==> src/rtl/rom_stream_reader.sv <==
// rom_stream_reader
//   Walks a run of consecutive words in a combinational single-cycle ROM and
//   presents them on a valid/ready stream, one word per cycle while the
//   consumer keeps m_ready high.
// Ports:
//   clk, rst_n         clock, asynchronous active-low reset
//   start, base_addr,  run command; base/length sampled only with start in IDLE
//   length             (length 0 = empty run, completes with a lone done pulse)
//   busy, done         busy in LOAD/STREAM; done pulses once per completed run
//   rom_addr, rom_data registered ROM address, combinational ROM word back
//   m_data, m_valid,   output stream; m_last flags the final word of the run
//   m_ready, m_last
module rom_stream_reader #(
  parameter int ADDR_W = 12,
  parameter int DATA_W = 32
) (
  input  logic              clk,
  input  logic              rst_n,
  input  logic              start,
  input  logic [ADDR_W-1:0] base_addr,
  input  logic [ADDR_W-1:0] length,
  output logic              busy,
  output logic              done,
  output logic [ADDR_W-1:0] rom_addr,
  input  logic [DATA_W-1:0] rom_data,
  output logic [DATA_W-1:0] m_data,
  output logic              m_valid,
  input  logic              m_ready,
  output logic              m_last
);

  localparam logic [1:0] S_IDLE   = 2'd0;
  localparam logic [1:0] S_LOAD   = 2'd1;
  localparam logic [1:0] S_STREAM = 2'd2;

  logic [1:0]        state_q, state_d;
  logic [ADDR_W-1:0] rom_addr_q, rom_addr_d;
  logic [ADDR_W-1:0] remaining_q, remaining_d;
  logic [DATA_W-1:0] m_data_q, m_data_d;
  logic              m_valid_q, m_valid_d;
  logic              m_last_q, m_last_d;
  logic              done_q, done_d;

  always_comb begin
    state_d     = state_q;
    rom_addr_d  = rom_addr_q;
    remaining_d = remaining_q;
    m_data_d    = m_data_q;
    m_valid_d   = m_valid_q;
    m_last_d    = m_last_q;
    done_d      = 1'b0;
    case (state_q)
      S_IDLE: begin
        if (start) begin
          if (length != '0) begin
            rom_addr_d  = base_addr;
            remaining_d = length;
            state_d     = S_LOAD;
          end else begin
            done_d = 1'b1;
          end
        end
      end
      S_LOAD: begin
        // rom_data reflects rom_addr_q this cycle; capture it and advance.
        m_data_d    = rom_data;
        m_valid_d   = 1'b1;
        m_last_d    = (remaining_q == ADDR_W'(1));
        rom_addr_d  = rom_addr_q + ADDR_W'(1);  // wraps modulo 2^ADDR_W
        remaining_d = remaining_q - ADDR_W'(1);
        state_d     = S_STREAM;
      end
      S_STREAM: begin
        // rom_addr_q already points at the next word, so a handshake can
        // refill the output register in the same cycle (full throughput).
        if (m_valid_q && m_ready) begin
          if (remaining_q != '0) begin
            m_data_d    = rom_data;
            m_valid_d   = 1'b1;
            m_last_d    = (remaining_q == ADDR_W'(1));
            rom_addr_d  = rom_addr_q + ADDR_W'(1);
            remaining_d = remaining_q - ADDR_W'(1);
          end else begin
            m_valid_d = 1'b0;
            m_last_d  = 1'b0;
            done_d    = 1'b1;
            state_d   = S_IDLE;
          end
        end
      end
      default: state_d = S_IDLE;
    endcase
  end

  always_ff @(posedge clk or negedge rst_n) begin
    if (!rst_n) begin
      state_q     <= S_IDLE;
      rom_addr_q  <= '0;
      remaining_q <= '0;
      m_data_q    <= '0;
      m_valid_q   <= 1'b0;
      m_last_q    <= 1'b0;
      done_q      <= 1'b0;
    end else begin
      state_q     <= state_d;
      rom_addr_q  <= rom_addr_d;
      remaining_q <= remaining_d;
      m_data_q    <= m_data_d;
      m_valid_q   <= m_valid_d;
      m_last_q    <= m_last_d;
      done_q      <= done_d;
    end
  end

  assign busy     = (state_q == S_LOAD) || (state_q == S_STREAM);
  assign done     = done_q;
  assign rom_addr = rom_addr_q;
  assign m_data   = m_data_q;
  assign m_valid  = m_valid_q;
  assign m_last   = m_last_q;

endmodule

==> config.mk <==
export PLATFORM = sky130hd
export DESIGN_NAME = rom_stream_reader
export DESIGN_NICKNAME = d
export VERILOG_FILES = /design/src/rtl/rom_stream_reader.sv
export SDC_FILE = /design/constraint.sdc
export NUM_CORES = 1
export LEC_CHECK = 0
export BUFFER_PORTS_ARGS = -buffer_cell sky130_fd_sc_hd__clkbuf_2
export CORE_MARGIN = 3
export CORE_UTILIZATION = 35
export DETAILED_ROUTE_END_ITERATION = 10
export HOLD_SLACK_MARGIN = 0.08
export PLACE_DENSITY = 0.56
export REMOVE_ABC_BUFFERS = 1
export SYNTH_ARGS = -nofsm -noshare
export SYNTH_HDL_FRONTEND = slang
export SYNTH_SLANG_ARGS = --single-unit
==> constraint.sdc <==
create_clock -name clk -period 5.2 [get_ports clk]
set_input_delay 0.52 -clock clk [delete_from_list [all_inputs] [get_ports clk]]
set_output_delay 0.52 -clock clk [all_outputs]
set_load 0.01 [all_outputs]
---- Word level (Yosys, flattened, before mapping) ----
Index checks and enable logic that the tools add are counted.
word-level totals
  bits of input ports ..................... 60
  word-level logic and storage cells ...... 57
  bits in registers ....................... 61
  output and inout port bits .............. 48
operators by class
  add/sub/neg operators ................... 2
  eq/ne operators ......................... 8
  reductions and logical operators ........ 11
  multiplexer cells ....................... 29
operator list
  cell                                                                     count
  12-bit 2-to-1 mux                                                        8
  12-bit one-hot mux with 3 select lines                                   2
  32-bit 2-to-1 mux                                                        2
  32-bit one-hot mux with 2 select lines                                   1
  12-bit nonzero test                                                      2
  12-bit by 1-bit adder with 12-bit output (second input constant)         1
  12-bit by 1-bit equality test with 1-bit output (second input constant)  1
  12-bit by 1-bit subtractor with 12-bit output (second input constant)    1
  2-bit != test (second input constant)                                    5
  1-bit 2-to-1 mux                                                         8
  2-bit 2-to-1 mux                                                         4
  1-bit one-hot mux with 2 select lines                                    3
  2-bit one-hot mux with 3 select lines                                    1
  5-bit AND reduction                                                      1
  4-bit AND reduction                                                      1
  3-bit AND reduction                                                      1
  3-bit nonzero test                                                       1
  2-bit by 1-bit equality test with 1-bit output (second input constant)   1
  2-bit equality test (second input constant)                              1
  2-bit logical NOT                                                        1
  2-bit AND reduction                                                      1
  2-bit nonzero test                                                       1
  1-bit logical AND                                                        1
  1-bit logical OR                                                         1

---- Logic depth before layout (Yosys ltp) ----
  depth in word-level cells ............... 4
  mapped depth ............................ 9

---- Worst setup path before layout ----
OpenSTA, ideal clock, no wires.
  kind .................................... register to register
  from .................................... reg state_q[0]
  to ...................................... reg remaining_q[8]
  path buffers ............................ 3
  stages on the path, launching flop included .. 10
  path slack .............................. 3.153 ns
  clock period less this slack ............ 2.047 ns
  arrival time ............................ 1.924 ns
  cells stage by stage .................... dfrtp_1 -> inv_1 -> ha_1 -> buf_2 -> a22oi_1 -> and2_1 -> clkbuf_2 -> clkbuf_1 -> a41oi_2 -> o221a_2
between the ends
  word-level cells in the longest chain between the ends .. 3
RTL lines
  what                                                                         line  text
  start: declaration                                                           36    logic [1:0] state_q, state_d;
  start signal: assignment                                                     105   state_q <= state_d;
  2-bit equality test, or another cell as far along                            52    case (state_q)
  2-bit != test (no source line) / 3-bit nonzero test (equally long branches)  -
  5-bit AND reduction (no source line)                                         -
  end signal: assignment                                                       107   remaining_q <= remaining_d;
  end: declaration                                                             38    logic [ADDR_W-1:0] remaining_q, remaining_d;
Several ways; a longest one is shown, not always the timed one.
A chain may end at the register's enable or synchronous reset.

---- Final worst setup path ----
  from .................................... reg remaining_q[5]
  to ...................................... reg m_data_q[12] (netlist: m_data[12])
between the ends
  word-level cells in the longest chain between the ends .. 3
RTL lines
  what                                  line  text
  12-bit nonzero test                   77    if (remaining_q != '0) begin
  2-bit != test (no source line)        -
  3-bit AND reduction (no source line)  -
  end signal: assignment                108   m_data_q <= m_data_d;
  end: declaration                      39    logic [DATA_W-1:0] m_data_q, m_data_d;
No other way between the ends.

==> impl_metrics.env <==
export IMPL_setup_violations=0
export IMPL_synth_edf_count=0
export IMPL_fin_crit_sh_pct=51.2
export IMPL_globalRoute_totalOverflow=0
export IMPL_pwr_density_cell_nw_per_um2=731
export IMPL_slowest_delay_ns=0.68
export IMPL_cts_buffers_inserted=9
export IMPL_avgSynthCellArea_um2=10.8
export IMPL_crit_family="simple AND/OR/NAND/NOR gates"
export IMPL_power_share_switching_pct=43.4
export IMPL_power_ir_vdd_worst_mv=0.292
export IMPL_setup_tns_ns=0
export IMPL_htree_levels=3
export IMPL_worst_setup_path_end_kind="register"
export IMPL_ys_types=50
export IMPL_core_area_um2=8890
export IMPL_p_int_mw=1.66
export IMPL_drt_iter0_markers=93
export IMPL_slew_violations=0
export IMPL_clkLatencyLatePin_ns=0.33
export IMPL_route_met2_wl_mm=3.77
export IMPL_grt_pass1_wl_mm=13.6
export IMPL_drive_gt1_share_pct=41.4
export IMPL_start_util_pct=36.6
export IMPL_clkSinkCount=61
export IMPL_drc_errors=0
export IMPL_ys_warn_count=0
export IMPL_wl_met1_mm=3.84
export IMPL_path_clk_slew_ns=0.07
export IMPL_fp_dieH_um=102
export IMPL_dp_hpwl_mm=5.63
export IMPL_outcome="finished clean"
export IMPL_synthCells=301
export IMPL_finalHoldViolCount=0
export IMPL_cts_tree="built"
export IMPL_power_frac_clock_pct=14.4
export IMPL_ys_seq_area_share_pct=46.9
export IMPL_worst_setup_path_start_kind="register"
export IMPL_cts_hold_buf=0
export IMPL_dieArea_um2=10500
export IMPL_comb_power_share_pct=53.7
export IMPL_leakage_nw=1.93
export IMPL_worst_ep_arrival_time_ns=2.87
export IMPL_worst_clock_skew_ns=0.00819
export IMPL_clockBufferDepth=2
export IMPL_synth_main_ff_cell="dfrtp_1"
export IMPL_num_rows=34
export IMPL_drv_cap=0
export IMPL_routed_top_layer="met4"
export IMPL_maxSlewHeadroom_pct=40.4
export IMPL_p_sw_mw=1.27
export IMPL_post_place_ws_ns=2.51
export IMPL_grt_usage_pct=16.5
export IMPL_post_cts_buffers=0
export IMPL_grt_pass1_vias=2774
export IMPL_cp_slowest_cell="nor2_4"
export IMPL_post_route_min_period_ns=2.66
export IMPL_n_antenna_cell=0
export IMPL_crit_buf_inv=0
export IMPL_place_congestion=0.785
export IMPL_r2r_slack_ns=2.54
export IMPL_hp_class="primary input to asynchronous set/reset pin"
export IMPL_setup_ws_ns=2.54
export IMPL_root_buffer="clkbuf_8"
export IMPL_synth_async_sr_flop_share_pct=100
export IMPL_crit_chain="nor4_4 -> and4b_1 -> a21oi_2 -> nor2_4 -> mux2_2"
export IMPL_via_per_inst=5.36
export IMPL_wl_per_cell_um=16.2
export IMPL_io_buffers=107
export IMPL_ys_ff_latch=61
export IMPL_worst_pin_slew_ns=0.893
export IMPL_syn_to_final_growth_pct=23.0
export IMPL_power_frac_seq_pct=31.8
export IMPL_antenna_found_initial=0
export IMPL_crit_required_ns=5.41
export IMPL_r2r_start="remaining_q[5]"
export IMPL_dr_wl_met3_um=654
export IMPL_grt_max_degree=62
export IMPL_rr_worst_depth=5
export IMPL_syn_cell_area_um2=3260
export IMPL_wl_mm=8.32
export IMPL_crit_fanout=33
export IMPL_dr_total_vias=2755
export IMPL_max_freq_mhz=375
export IMPL_die_w_um=102
export IMPL_rsz0062_at_grt="false"
export IMPL_fin_nets=468
export IMPL_cts_resized=0
export IMPL_ant_nets=0
export IMPL_crit_type="register to register"
export IMPL_reg2reg_to="m_data[12]"
export IMPL_firstDrtPassIters=4
export IMPL_num_io_pins=108
[power by group through the flow]
stage          Sequential [mW]  Combinational, mW  Clock, mW
6_report                 0.932               1.57      0.423
3_3_place_gp             0.925               1.57          0
2_1_floorplan            0.982               1.03          0
4_1_cts                  0.930               1.60      0.434
3_5_place_dp             0.934               1.59          0
5_1_grt                  0.971               1.76      0.459
[how the worst max path moves through the flow]
stage                   start             end  slack, ns  cells after the start
2_1_floorplan      state_q[0]    rom_addr[10]       2.83                      6
3_3_place_gp       length[10]  remaining_q[5]       2.58                      6
3_5_place_dp   remaining_q[5]      m_data[12]       2.51                      5
4_1_cts        remaining_q[4]      m_data[12]       2.48                      5
5_1_grt        remaining_q[4]       m_data[3]       2.30                      5
6_report       remaining_q[5]      m_data[12]       2.54                      5
[Yosys cell counts (5+ instances only)]
library cell / number / area, um^2
dfrtp_1: 61 / 1530
mux2_2: 34 / 383
nand2_1: 28 / 105
o21ai_0: 13 / 65.1
nor2_1: 12 / 45.0
a21oi_1: 10 / 50.1
a211o_1: 9 / 78.8
clkbuf_1: 9 / 33.8
nand3_1: 9 / 45.0
and3_1: 8 / 50.1
a31oi_1: 7 / 43.8
a41o_1: 7 / 70.1
ha_1: 7 / 87.6
inv_1: 7 / 26.3
nor3_1: 7 / 35.0
nor4_1: 7 / 43.8
buf_6: 6 / 67.6
nand2b_1: 6 / 37.5
nand4_1: 5 / 31.3
[metal layers]
layer  up-vias  global-route usage, %
met2        96                   26.3
met4         0                   4.84
met5         -                      0
li1       1326                      -
met1      1328                   21.4
met3         5                   5.53
[cell usage in the layout (no fill, tap or decap), drive strengths merged, types with 2 or more instances in the layout]
master	n
clkinv	2
clkbuf	119
dfrtp	61
nor2b	2
a211o	9
nand3b	2
and3b	2
nand4b	2
o21ai	13
o22ai	3
a41oi	4
a31oi	8
inv	7
nand2b	6
and4	3
o32ai	2
nand2	29
a41o	7
nor2	14
nor3	7
buf	2
mux2	34
ha	7
or4	3
o221a	3
a21oi	11
nand3	9
o31ai	3
nand4	5
and3	8
nor4	8
[state kept, by name, indices dropped and copies added, names as in the netlist]
register and cells:
rom_addr 12, m_data 32, m_last 1, done 1
m_valid 1, state_q 2, remaining_q 12
[through the flow]
| stage | hold WS [ns] | cells | utilization (%) | power [mW] | cell area [um^2] |
|---|---|---|---|---|---|
| after floorplan | 0.224 | 281 | - | 2.01 | 3130 |
| after global placement | 0.473 | 498 | 42.9 | 2.49 | 3820 |
| after detailed placement | 0.483 | 498 | 42.9 | 2.53 | 3820 |
| after CTS | 0.378 | 514 | 45.1 | 2.96 | 4010 |
| after global routing | 0.393 | 514 | 45.1 | 3.19 | 4010 |
| final | 0.337 | 514 | 45.1 | 2.93 | 4010 |
[cells by family after synthesis]
group	after synthesis	share of synthesized area, %
buf+inv	27	4.72
compound gates	68	16.1
fa+ha+maj	7	2.69
flops	61	46.9
mux	35	12.1
simple gates	103	17.6
[area by class of cell]
cell class	instances	area (um^2)
repair buffers	109	551
flip-flops and latches	61	1530
clock buffers	12	145
multi-input cells	213	1580
inverters	7	26.3
fillers	881	4880
clock inverters	4	47.5
well taps	108	135
No activity file was read; power rests on OpenSTA's default activity.
